<file path="src/rtl/pipeline_pkg.sv">
// Shared pipeline constants: opcode classes, register index and data widths.
// Used by the hazard scoreboard and the result-forwarding logic.
package pipeline_pkg;

    localparam int REG_INDEX_BIT_WIDTH = 4;
    localparam int NUM_REGS = 2 ** REG_INDEX_BIT_WIDTH;
    localparam int DATA_W = 32;
    localparam int OPCODE_W = 4;

    localparam logic [OPCODE_W-1:0] OP_BRANCH = 4'b0010;
    localparam logic [OPCODE_W-1:0] OP_SW = 4'b0011;
    localparam logic [OPCODE_W-1:0] OP_LW = 4'b0100;

    function automatic logic writes_reg(input logic [OPCODE_W-1:0] op);
        return !(op == OP_BRANCH || op == OP_SW);
    endfunction

endpackage

</file>
<file path="src/rtl/scoreboard_entry.sv">
// One register's scoreboard slot: in-flight write count and
// remaining load-use stall cycles.
module scoreboard_entry #(
    parameter int PEND_W = 2,
    parameter int LOAD_USE_STALL = 1
) (
    input  logic              clk,
    input  logic              reset,
    input  logic              flush,
    input  logic              inc,
    input  logic              dec,
    input  logic              load,
    output logic [PEND_W-1:0] pending,
    output logic [1:0]        ld_cnt
);

    always_ff @(posedge clk) begin
        if (reset || flush) begin
            pending <= '0;
            ld_cnt  <= 2'd0;
        end else begin
            // same-cycle issue and retire cancel out
            if (inc && !dec)
                pending <= pending + 1'b1;
            else if (dec && !inc && pending != '0)
                pending <= pending - 1'b1;

            if (load)
                ld_cnt <= 2'(LOAD_USE_STALL);
            else if (ld_cnt != 2'd0)
                ld_cnt <= ld_cnt - 2'd1;
        end
    end

endmodule

</file>
<file path="src/rtl/hazard_scoreboard.sv">
// Issue-side hazard scoreboard: load-use and pending-overflow stalls.
// Optional stall counter: HAZARD_SCOREBOARD_STALL_COUNTER_EN.
module hazard_scoreboard
    import pipeline_pkg::*;
#(
    parameter int LOAD_USE_STALL = 1,
    parameter int PEND_W = 2
) (
    input  logic                           clk,
    input  logic                           reset,
    input  logic                           id_valid,
    input  logic [OPCODE_W-1:0]            id_opcode,
    input  logic [REG_INDEX_BIT_WIDTH-1:0] id_dest,
    input  logic [REG_INDEX_BIT_WIDTH-1:0] id_src1,
    input  logic [REG_INDEX_BIT_WIDTH-1:0] id_src2,
    input  logic                           id_src2_used,
    input  logic                           wb_valid,
    input  logic [OPCODE_W-1:0]            wb_opcode,
    input  logic [REG_INDEX_BIT_WIDTH-1:0] wb_index,
    input  logic                           flush,
    output logic                           stall,
    output logic [NUM_REGS-1:0]            pending_vec,
`ifdef HAZARD_SCOREBOARD_STALL_COUNTER_EN
    output logic [DATA_W-1:0]              stall_count,
`endif
    output logic                           busy
);

    logic [PEND_W-1:0] pending [NUM_REGS];
    logic [1:0]        ld_cnt  [NUM_REGS];

    logic id_writes;
    logic wb_writes;
    logic issue;

    assign id_writes = writes_reg(id_opcode);
    assign wb_writes = writes_reg(wb_opcode);

    assign stall = id_valid && (
        (ld_cnt[id_src1] != 2'd0) ||
        (id_src2_used && ld_cnt[id_src2] != 2'd0) ||
        (id_writes && pending[id_dest] == '1));

    assign issue = id_valid && !stall && !flush;

    for (genvar r = 0; r < NUM_REGS; r++) begin : g_entry
        logic inc;
        logic dec;
        logic load;

        assign inc  = issue && id_writes &&
                      id_dest == REG_INDEX_BIT_WIDTH'(r);
        assign load = inc && id_opcode == OP_LW;
        assign dec  = wb_valid && wb_writes &&
                      wb_index == REG_INDEX_BIT_WIDTH'(r);

        scoreboard_entry #(
            .PEND_W(PEND_W),
            .LOAD_USE_STALL(LOAD_USE_STALL)
        ) u_entry (
            .clk(clk),
            .reset(reset),
            .flush(flush),
            .inc(inc),
            .dec(dec),
            .load(load),
            .pending(pending[r]),
            .ld_cnt(ld_cnt[r])
        );

        assign pending_vec[r] = pending[r] != '0;
    end

    assign busy = |pending_vec;

`ifdef HAZARD_SCOREBOARD_STALL_COUNTER_EN
    always_ff @(posedge clk) begin
        if (reset)
            stall_count <= '0;
        else if (stall)
            stall_count <= stall_count + 1'b1;
    end
`endif

endmodule

</file>
<file path="config.mk">
export PLATFORM = sky130hd
export DESIGN_NAME = hazard_scoreboard
export DESIGN_NICKNAME = d
export VERILOG_FILES = /design/src/rtl/pipeline_pkg.sv /design/src/rtl/scoreboard_entry.sv /design/src/rtl/hazard_scoreboard.sv
export SDC_FILE = /design/constraint.sdc
export NUM_CORES = 1
export LEC_CHECK = 0
export CAP_MARGIN = 20
export CORE_MARGIN = 3
export CORE_UTILIZATION = 35
export CTS_BUF_LIST = sky130_fd_sc_hd__clkbuf_8 sky130_fd_sc_hd__clkbuf_16
export CTS_CLUSTER_SIZE = 30
export DETAILED_ROUTE_END_ITERATION = 10
export HOLD_SLACK_MARGIN = 0.08
export PLACE_DENSITY = 0.58
export SYNTH_ARGS = -nofsm -noshare
export SYNTH_HDL_FRONTEND = slang
export SYNTH_SLANG_ARGS = --single-unit
</file>
<file path="constraint.sdc">
create_clock -name clk -period 5.1 [get_ports clk]
set_input_delay 1.02 -clock clk [delete_from_list [all_inputs] [get_ports clk]]
set_output_delay 1.02 -clock clk [all_outputs]
set_load 0.005 [all_outputs]
</file>
==> results of run 1 <==
## area by class of cell
type / count / area [sq um] / area share
clock inverter: 5 / 81.3 / 0.0154
multi-input combinational: 382 / 2820 / 0.534
sequential: 64 / 1280 / 0.242
inverter: 35 / 131 / 0.0248
tap: 168 / 210 / 0.0398
clock buffer: 10 / 239 / 0.0452
timing repair buffer: 54 / 520 / 0.0984
## synthesized netlist by cell type (12+ instances only)
| library cell | number | area (sq um) |
|---|---|---|
| nand2_1 | 51 | 191 |
| a21oi_1 | 34 | 170 |
| or2_2 | 23 | 144 |
| ha_1 | 16 | 200 |
| nor2_1 | 30 | 113 |
| and3_1 | 16 | 100 |
| xor2_1 | 16 | 140 |
| nor4_1 | 12 | 75.1 |
| inv_1 | 34 | 128 |
| a211oi_1 | 12 | 90.1 |
| o21ai_0 | 35 | 175 |
| dfxtp_1 | 64 | 1280 |
## layout by cell type, fill, tap and decap left out, types with 3 or more instances in the layout
cell / n
clkbuf_16: 9
and2b_2: 3
mux4_2: 10
a21o_1: 11
buf_4: 8
a211oi_1: 12
ha_1: 16
o21ai_0: 35
clkdlybuf4s50_1: 46
a311oi_1: 11
dfxtp_1: 64
or3_4: 10
nand3_1: 4
mux2_2: 4
nand2_1: 51
inv_1: 34
and2_1: 5
nor4_1: 12
and3_1: 16
a21oi_1: 34
a21bo_1: 6
or2_2: 23
nor3_1: 10
mux4_1: 6
or4_1: 4
nor2_1: 30
a31oi_1: 3
a21bo_2: 5
o311a_1: 4
xor2_1: 16
nand2b_1: 6
## power by group through the flow
| stage | sequential [mW] | combinational [mW] | clock, mW |
|---|---|---|---|
| 6_report | 0.502 | 0.0959 | 0.671 |
| 5_1_grt | 0.502 | 0.104 | 0.695 |
| 4_1_cts | 0.502 | 0.0962 | 0.681 |
| 3_5_place_dp | 0.513 | 0.0957 | 0 |
| 3_3_place_gp | 0.512 | 0.0943 | 0 |
| 2_1_floorplan | 0.512 | 0.0561 | 0 |
## logic make-up (layout without fill, tap and decap cells)
group	Yosys count	in the layout	share of synthesized area
mux	23	23	0.105
fa+ha+maj	16	16	0.0453
simple gates	194	194	0.251
buf+inv	55	104	0.0703
xor+xnor	16	16	0.0317
flops	64	64	0.290
compound gates	133	133	0.207
## routing by layer
| layer | share of wire | track usage | vias up |
|---|---|---|---|
| met5 | 0 | 0 | - |
| met4 | 0.025 | 0.0769 | 0 |
| met3 | 0.057 | 0.0306 | 20 |
| met2 | 0.46 | 0.277 | 92 |
| met1 | 0.45 | 0.234 | 1868 |
| li1 | - | - | 1926 |
## state kept, by name, indices dropped and copies added (netlist names)
signal                   count
g_entry.u_entry.ld_cnt      32
g_entry.u_entry.pending     32
## worst max-delay path by stage
stage	slack [ps]	startpoint	depth (start not counted)	to
after floorplan	1660	id_src1[0]	4	stall
after global placement	280	id_src1[0]	6	stall
after detailed placement	290	id_dest[0]	7	stall
after CTS	290	id_dest[0]	7	stall
after global routing	140	id_dest[0]	7	stall
final	280	id_dest[0]	7	stall
## critical path: stages
cell and delay, ps:
clkdlybuf4s50_1 820, mux4_2 590, mux2_2 300, a22oi_4 230
o21a_2 230, a21boi_0 140, clkdlybuf4s50_1 480
## metrics by stage
stage	std cells	utilization	total power [mW]	setup WS (ps)
after floorplan	501	-	0.568	1660
after global placement	703	0.408	0.607	275
after detailed placement	703	0.408	0.608	292
after CTS	718	0.435	1.28	285
after global routing	718	0.435	1.30	139
final	718	0.435	1.27	276
==> reports/qor.yml, run 1 <==
sta:
  period_minus_slack_ps: 4820
  setup_viol: 0
  fin_hold_ws_ps: 499
  skew_ps: 5.43
  hold_viol: 0
  finalSetupTns_ps: 0
  max_freq_mhz: 207
  rsz0062_at_grt: "no"
  fin_crit_sh: 0.946
  worstMarginPinSlew_ps: 949
  max-slew-margin-rel: 0.367
  slew_violations: 0
logic_synthesis:
  postSynthAreaPerCell_sq_um: 8.81
  async_flop_share: 0
  ys.flop_type: "dfxtp_1"
  synth_edf_count: 0
  synth_seq_cells: 64
  syn_inst: 501
  synth-seq-area-share: 0.290
  yosysUniqueCellTypes: 63
  synth.cell_area_sq_um: 4420
  syn_nets: 547
  yosys_warnings: 0
global_route:
  grt_pass1_wl_mm: 19.7
  grt-ovfl-total: 0
  grt_pass1_vias: 3897
  antenna_found_initial: 0
  grt_max_degree: 45
  grt_use_total: 0.175
power:
  swShare: 0.225
  p_per_area_nw_per_um2: 240
  p_int_mw: 0.984
  p_switching_mw: 0.285
  power.share.sequential: 0.395
  p_comb_frac: 0.076
  leakage_nw: 1.97
  ir_worst_vdd_v: 0.000143
  power_frac_clock: 0.529
floorplan:
  num_io_pins: 48
  rows: 40
  core_sq_um: 12200
  die_x_um: 118
  die-height_um: 118
  start_util: 0.363
  die_area_sq_um: 14000
routing:
  post_drt_wl_per_cell_um: 16.5
  antenna_left: 0
  remaining_drc_errors: 0
  routed_wl_mm: 11.8
  firstDrtPassIters: 4
  via_count: 3906
  drtIter0Drc: 166
  routed_via_density: 5.44
setup_path:
  end_kind: "output pin"
  worst_ep_required_time_ps: 4080
  regToRegStartpoint: "g_entry[4].u_entry.ld_cnt[1]$_SDFFE_PP0P_"
  startpoint_type: "primary input"
  r2r_cells: 7
  cp_max_fo: 10
  crit_arrival_ps: 3800
  rrSetupSlack_ps: 2390
  critPathKind: "primary input to output pin"
  worstReg2RegEnd: "g_entry[6].u_entry.pending[0]$_SDFFE_PP0P_"
clocking:
  insertion_delay_ps: 330
  cts_tree: "built"
  post_cts_resized: 0
  clk_pin_slew_ps: 50
  post_cts_buffers: 0
  cts.hold.buffers_added: 0
  clock_path_buffers: 2
  cts_sinks: 64
  numCtsBuffers: 9
  h-tree-depth: 3
  root_buffer: "clkbuf_16"
final_layout:
  drive_above_1_share: 0.160
  final_nets: 592
  fill_cells: 1198
  area_delta_synth_final_pct: 19.8
  diodes: 0
  final_cell_area_sq_um: 5290
place:
  place.gp.congestion: 0.825
  place_hpwl_mm: 8.74
  port_buffers: 46
  placed_cell_area_sq_um: 4970
hold_path:
  hp-class: "register to register"
  min_from: "g_entry[1].u_entry.pending[0]$_SDFFE_PP0P_"
  min_to: "g_entry[1].u_entry.pending[0]$_SDFFE_PP0P_"
  hold_path_depth: 1
status:
  status: "complete, no violations"
run:
  maxCapViolCount: 0
No activity file was read; power rests on OpenSTA's default activity.
==> run 2, diff against run 1 <==
PLACE_DENSITY = unset   (was 0.58)
==> run 2 against run 1 <==
Against the previous run: worst hold slack better by 8.5 ps; clock-buffer cell count unchanged; via count up 0.51%; critical path depth unchanged; clock power up 1%; critical endpoint unchanged.
==> reports/qor.yml, run 2 (synthesis gave the netlist of run 1 again) <==
status:
  status: "complete, no violations"
sta:
  max-slew-margin-rel: 0.351  # -0.0161
  finalSetupTns_ps: 0  # unchanged
  slew_violations: 0  # unchanged
  fin_crit_sh: 0.925  # -0.0209
  rsz0062_at_grt: "no"
  hold_viol: 0  # unchanged
  setup_viol: 0  # unchanged
  skew_ps: 6.42  # +0.992 ps
  worstMarginPinSlew_ps: 973  # +24.2 ps
  period_minus_slack_ps: 4720  # -107 ps
  max_freq_mhz: 212  # +2.3%
clocking:
  numCtsBuffers: 9  # unchanged
  cts_sinks: 64  # unchanged
  post_cts_buffers: 0  # unchanged
  cts.hold.buffers_added: 0  # unchanged
  insertion_delay_ps: 340  # about the same
  cts_tree: "built"
  clock_path_buffers: 2  # unchanged
  root_buffer: "clkbuf_16"
  clk_pin_slew_ps: 60  # about the same
  post_cts_resized: 0  # unchanged
  h-tree-depth: 3  # unchanged
routing:
  drtIter0Drc: 249  # +50%
  remaining_drc_errors: 0  # unchanged
  wl_met2_mm: 5.63  # +2.3%
  firstDrtPassIters: 5  # +1
  via_count: 3926  # +0.51%
  top_layer: "met4"
  wl_met3_um: 459  # -32%
  post_drt_wl_per_cell_um: 16.6  # +0.36%
  antenna_left: 0  # unchanged
  routed_wl_mm: 11.9  # +0.36%
  wl_met1_mm: 5.51  # +2.6%
  routed_via_density: 5.47  # +0.51%
global_route:
  grt_pass1_vias: 3841  # -1.4%
  antenna_found_initial: 0  # unchanged
  grt_max_degree: 45  # unchanged
  grt_pass1_wl_mm: 19.2  # -2.2%
  grt_use_total: 0.170  # -0.00535
  grt-ovfl-total: 0  # unchanged
floorplan:
  die-height_um: 118  # unchanged
  die_area_sq_um: 14000  # unchanged
  start_util: 0.363  # unchanged
  core_sq_um: 12200  # unchanged
  num_io_pins: 48  # unchanged
  die_x_um: 118  # unchanged
  rows: 40  # unchanged
place:
  place_hpwl_mm: 8.87  # +1.5%
  place_inst: 702  # -0.14%
  port_buffers: 46  # unchanged
  place.gp.congestion: 0.792  # -3.9%
final_layout:
  reg_top3: "g_entry.u_entry.ld_cnt (32), g_entry.u_entry.pending (32)"
  diodes: 0  # unchanged
  final_cell_mix: "64 x dfxtp_1, 51 x nand2_1, 46 x clkdlybuf4s50_1"
  drive_above_1_share: 0.160  # unchanged
  area_delta_synth_final_pct: 19.8  # about the same
  layout_commonest_cell: "dfxtp_1"
  instances_no_fill: 718  # unchanged
  final_nets: 591  # -0.17%
power:
  p_per_area_nw_per_um2: 241  # +0.47%
  finalPower_mw: 1.28  # +0.55%
  ir_worst_vdd_v: 0.000117  # -18%
  leakage_nw: 1.96  # -0.23%
setup_path:
  critPathKind: "primary input to output pin"
  end_kind: "output pin"
  startpoint_type: "primary input"
  crit_arrival_ps: 3700  # -100 ps
  worst_ep_required_time_ps: 4080  # about the same
  cp_max_fo: 8  # -2
run:
  maxCapViolCount: 0  # unchanged
hold_path:
  hp-class: "register to register"
[run 2: final cells by class]
cell class	count	area (sq um)
fillers	1136	6870
inverters	35	131
flip-flops and latches	64	1280
multi-input cells	382	2820
well taps	168	210
clock buffers	10	239
repair buffers	53	513
clock inverters	6	92.6
[run 2: routing by layer]
metal	GRT usage	vias up
li1	-	1930
met1	0.223	1904
met3	0.0364	21
met2	0.275	71
met4	0.0601	0
met5	0	-
[run 2: worst max-delay path, stage by stage]
cell and delay (ps):
clkdlybuf4s50_1 760, mux4_2 570, mux2_2 300, a22oi_4 220, o21a_2 240, a21boi_0 110, clkdlybuf4s50_1 470
[run 2: final timing paths]
kind,startpoint,to,slack (ps),cells after the start
max,id_dest[0],stall,380,7
min,g_entry[12].u_entry.pending[0]$_SDFFE_PP0P_,g_entry[12].u_entry.pending[0]$_SDFFE_PP0P_,510,1
max reg2reg,g_entry[4].u_entry.ld_cnt[0]$_SDFFE_PP0P_,g_entry[3].u_entry.pending[0]$_SDFFE_PP0P_,2310,7
min reg2reg,g_entry[12].u_entry.pending[0]$_SDFFE_PP0P_,g_entry[12].u_entry.pending[0]$_SDFFE_PP0P_,510,1
[run 2: stage by stage]
| stage | setup slack (ps) | hold WS [ps] | area (sq um) | util |
|---|---|---|---|---|
| after global routing | 273 | 535 | 5290 | 0.435 |
| after detailed placement | 360 | 496 | 4960 | 0.408 |
| final | 383 | 507 | 5290 | 0.435 |
| after global placement | 354 | 487 | 4960 | 0.408 |
| after CTS | 367 | 503 | 5290 | 0.435 |
| after floorplan | 1660 | 446 | 4420 | - |
[run 2: power by group]
| group | internal [mW] | switching (mW) | leakage [nW] | total (mW) |
|---|---|---|---|---|
| Sequential | 0.501 | 0.000840 | 0.515 | 0.502 |
| Combinational | 0.0445 | 0.0507 | 1.29 | 0.0952 |
| Clock | 0.442 | 0.237 | 0.155 | 0.679 |
| Total | 0.988 | 0.288 | 1.96 | 1.28 |
==> run 3, diff against run 2 <==
CORE_MARGIN = unset   (was 3)
==> run 3 against run 2 <==
Against the previous run: sequential cell count stayed put; register-to-register slack better by 40 ps; final cell count stayed put; cell area is 0.64% lower; clock-buffer cell count is 1 lower; clock power is 8.7% lower.
==> reports/qor.yml, run 3 (synthesis gave the netlist of run 1 again) <==
status:
  status: "complete, no violations"
routing:
  routed_wl_mm: 11.8  # -0.88%
  drtIter0Drc: 209  # -16%
  post_drt_wl_per_cell_um: 16.4  # -0.88%
  remaining_drc_errors: 0  # unchanged
  routed_via_density: 5.41  # -0.99%
  firstDrtPassIters: 4  # -1
  via_count: 3887  # -0.99%
  antenna_left: 0  # unchanged
floorplan:
  rows: 40  # unchanged
  die-height_um: 114  # -3.4%
  die_area_sq_um: 13100  # -6.6%
  num_io_pins: 48  # unchanged
  die_x_um: 114  # -3.4%
  core_sq_um: 12200  # unchanged
  start_util: 0.363  # unchanged
final_layout:
  final_nets: 591  # unchanged
  layout_commonest_cell: "dfxtp_1"
  reg_top3: "g_entry.u_entry.ld_cnt (32), g_entry.u_entry.pending (32)"
  final_cell_area_sq_um: 5260  # -0.64%
  fill_cells: 1167  # +2.7%
  drive_above_1_share: 0.160  # unchanged
  final_cell_mix: "64 x dfxtp_1, 51 x nand2_1, 46 x clkdlybuf4s50_1"
  diodes: 0  # unchanged
  final_util: 0.432  # -0.00278
  area_delta_synth_final_pct: 19.1
place:
  place_hpwl_mm: 8.66  # -2.4%
  place.gp.congestion: 0.782  # -1.3%
  placed_cell_area_sq_um: 4960  # unchanged
  port_buffers: 46  # unchanged
clocking:
  numCtsBuffers: 9  # unchanged
  clock_path_buffers: 2  # unchanged
  insertion_delay_ps: 330  # about the same
  h-tree-depth: 3  # unchanged
  root_buffer: "clkbuf_16"
  cts_tree: "built"
  post_cts_buffers: 0  # unchanged
  clk_pin_slew_ps: 60  # about the same
  cts_sinks: 64  # unchanged
  post_cts_resized: 0  # unchanged
  cts.hold.buffers_added: 0  # unchanged
hold_path:
  hp-class: "register to register"
  hold_path_depth: 1  # unchanged
setup_path:
  critPathKind: "primary input to output pin"
  r2r_cells: 7  # unchanged
  cp_max_fo: 7  # -1
  crit_arrival_ps: 3750  # +50 ps
  end_kind: "output pin"
  worst_ep_required_time_ps: 4080  # about the same
  startpoint_type: "primary input"
power:
  ir_worst_vdd_v: 0.000107  # -8.7%
  finalPower_mw: 1.22  # -4.6%
  leakage_nw: 1.95  # -0.69%
  p_per_area_nw_per_um2: 232  # -4.0%
sta:
  setup_viol: 0  # unchanged
  max-slew-margin-rel: 0.361  # +0.00933
  fin_crit_sh: 0.936  # +0.0109
  period_minus_slack_ps: 4770  # +55.6 ps
  hold_viol: 0  # unchanged
  rsz0062_at_grt: "no"
  skew_ps: 5.29  # -1.13 ps
  finalSetupTns_ps: 0  # unchanged
  max_freq_mhz: 210  # -1.2%
  worstMarginPinSlew_ps: 959  # -14.0 ps
  slew_violations: 0  # unchanged
global_route:
  grt_max_degree: 45  # unchanged
  antenna_found_initial: 0  # unchanged
  grt_use_total: 0.189  # +0.0192
  grt-ovfl-total: 0  # unchanged
  grt_pass1_wl_mm: 19.1  # -0.90%
  grt_pass1_vias: 3755  # -2.2%
run:
  maxCapViolCount: 0  # unchanged
run 3: changes by cell type in the layout (fill, tap and decap cells not counted):
cell,previous run,this run
bufinv_16,2,1
clkbuf_8,1,0
clkinv_2,0,2
run 3: path summary, 6_finish.rpt:
kind,startpoint,end,slack (ps)
max,id_src1[0],stall,330
min,g_entry[1].u_entry.pending[0]$_SDFFE_PP0P_,g_entry[1].u_entry.pending[0]$_SDFFE_PP0P_,520
max reg2reg,g_entry[13].u_entry.ld_cnt[0]$_SDFFE_PP0P_,g_entry[12].u_entry.pending[0]$_SDFFE_PP0P_,2350
min reg2reg,g_entry[1].u_entry.pending[0]$_SDFFE_PP0P_,g_entry[1].u_entry.pending[0]$_SDFFE_PP0P_,520
run 3: cell type report:
type,count,area (sq um),share of cell area
inverter,35,131,0.0250
clock inverter,7,72.6,0.0138
clock buffer,9,225,0.0428
sequential,64,1280,0.244
multi-input combinational,382,2820,0.537
timing repair buffer,53,513,0.0976
tap,168,210,0.0400
run 3: per-layer routing:
layer  part of all wire  vias up  GRT usage
met4              0.015        0     0.0658
met1               0.47     1876      0.255
met3              0.039       12     0.0286
met5                  0        -          0
li1                   -     1930          -
met2               0.47       69      0.308
run 3: stage by stage:
| stage | hold WS (ps) | cells | setup WS [ps] |
|---|---|---|---|
| finish | 516 | 718 | 327 |
| global route | 535 | 718 | 245 |
| CTS | 512 | 718 | 336 |
| floorplan | 446 | 501 | 1660 |
| global placement | 487 | 702 | 303 |
| detailed placement | 493 | 702 | 344 |
run 3: power by group:
part / switching, mW / internal (mW)
clock network: 0.242 / 0.378
registers: 0.000825 / 0.501
logic: 0.0517 / 0.0445
total: 0.294 / 0.923
run 3: critical path: stages:
cell and delay, ps:
clkdlybuf4s50_1 590, mux4_1 580, mux4_2 550, o21a_2 200, a21boi_0 250, clkdlybuf4s50_1 550
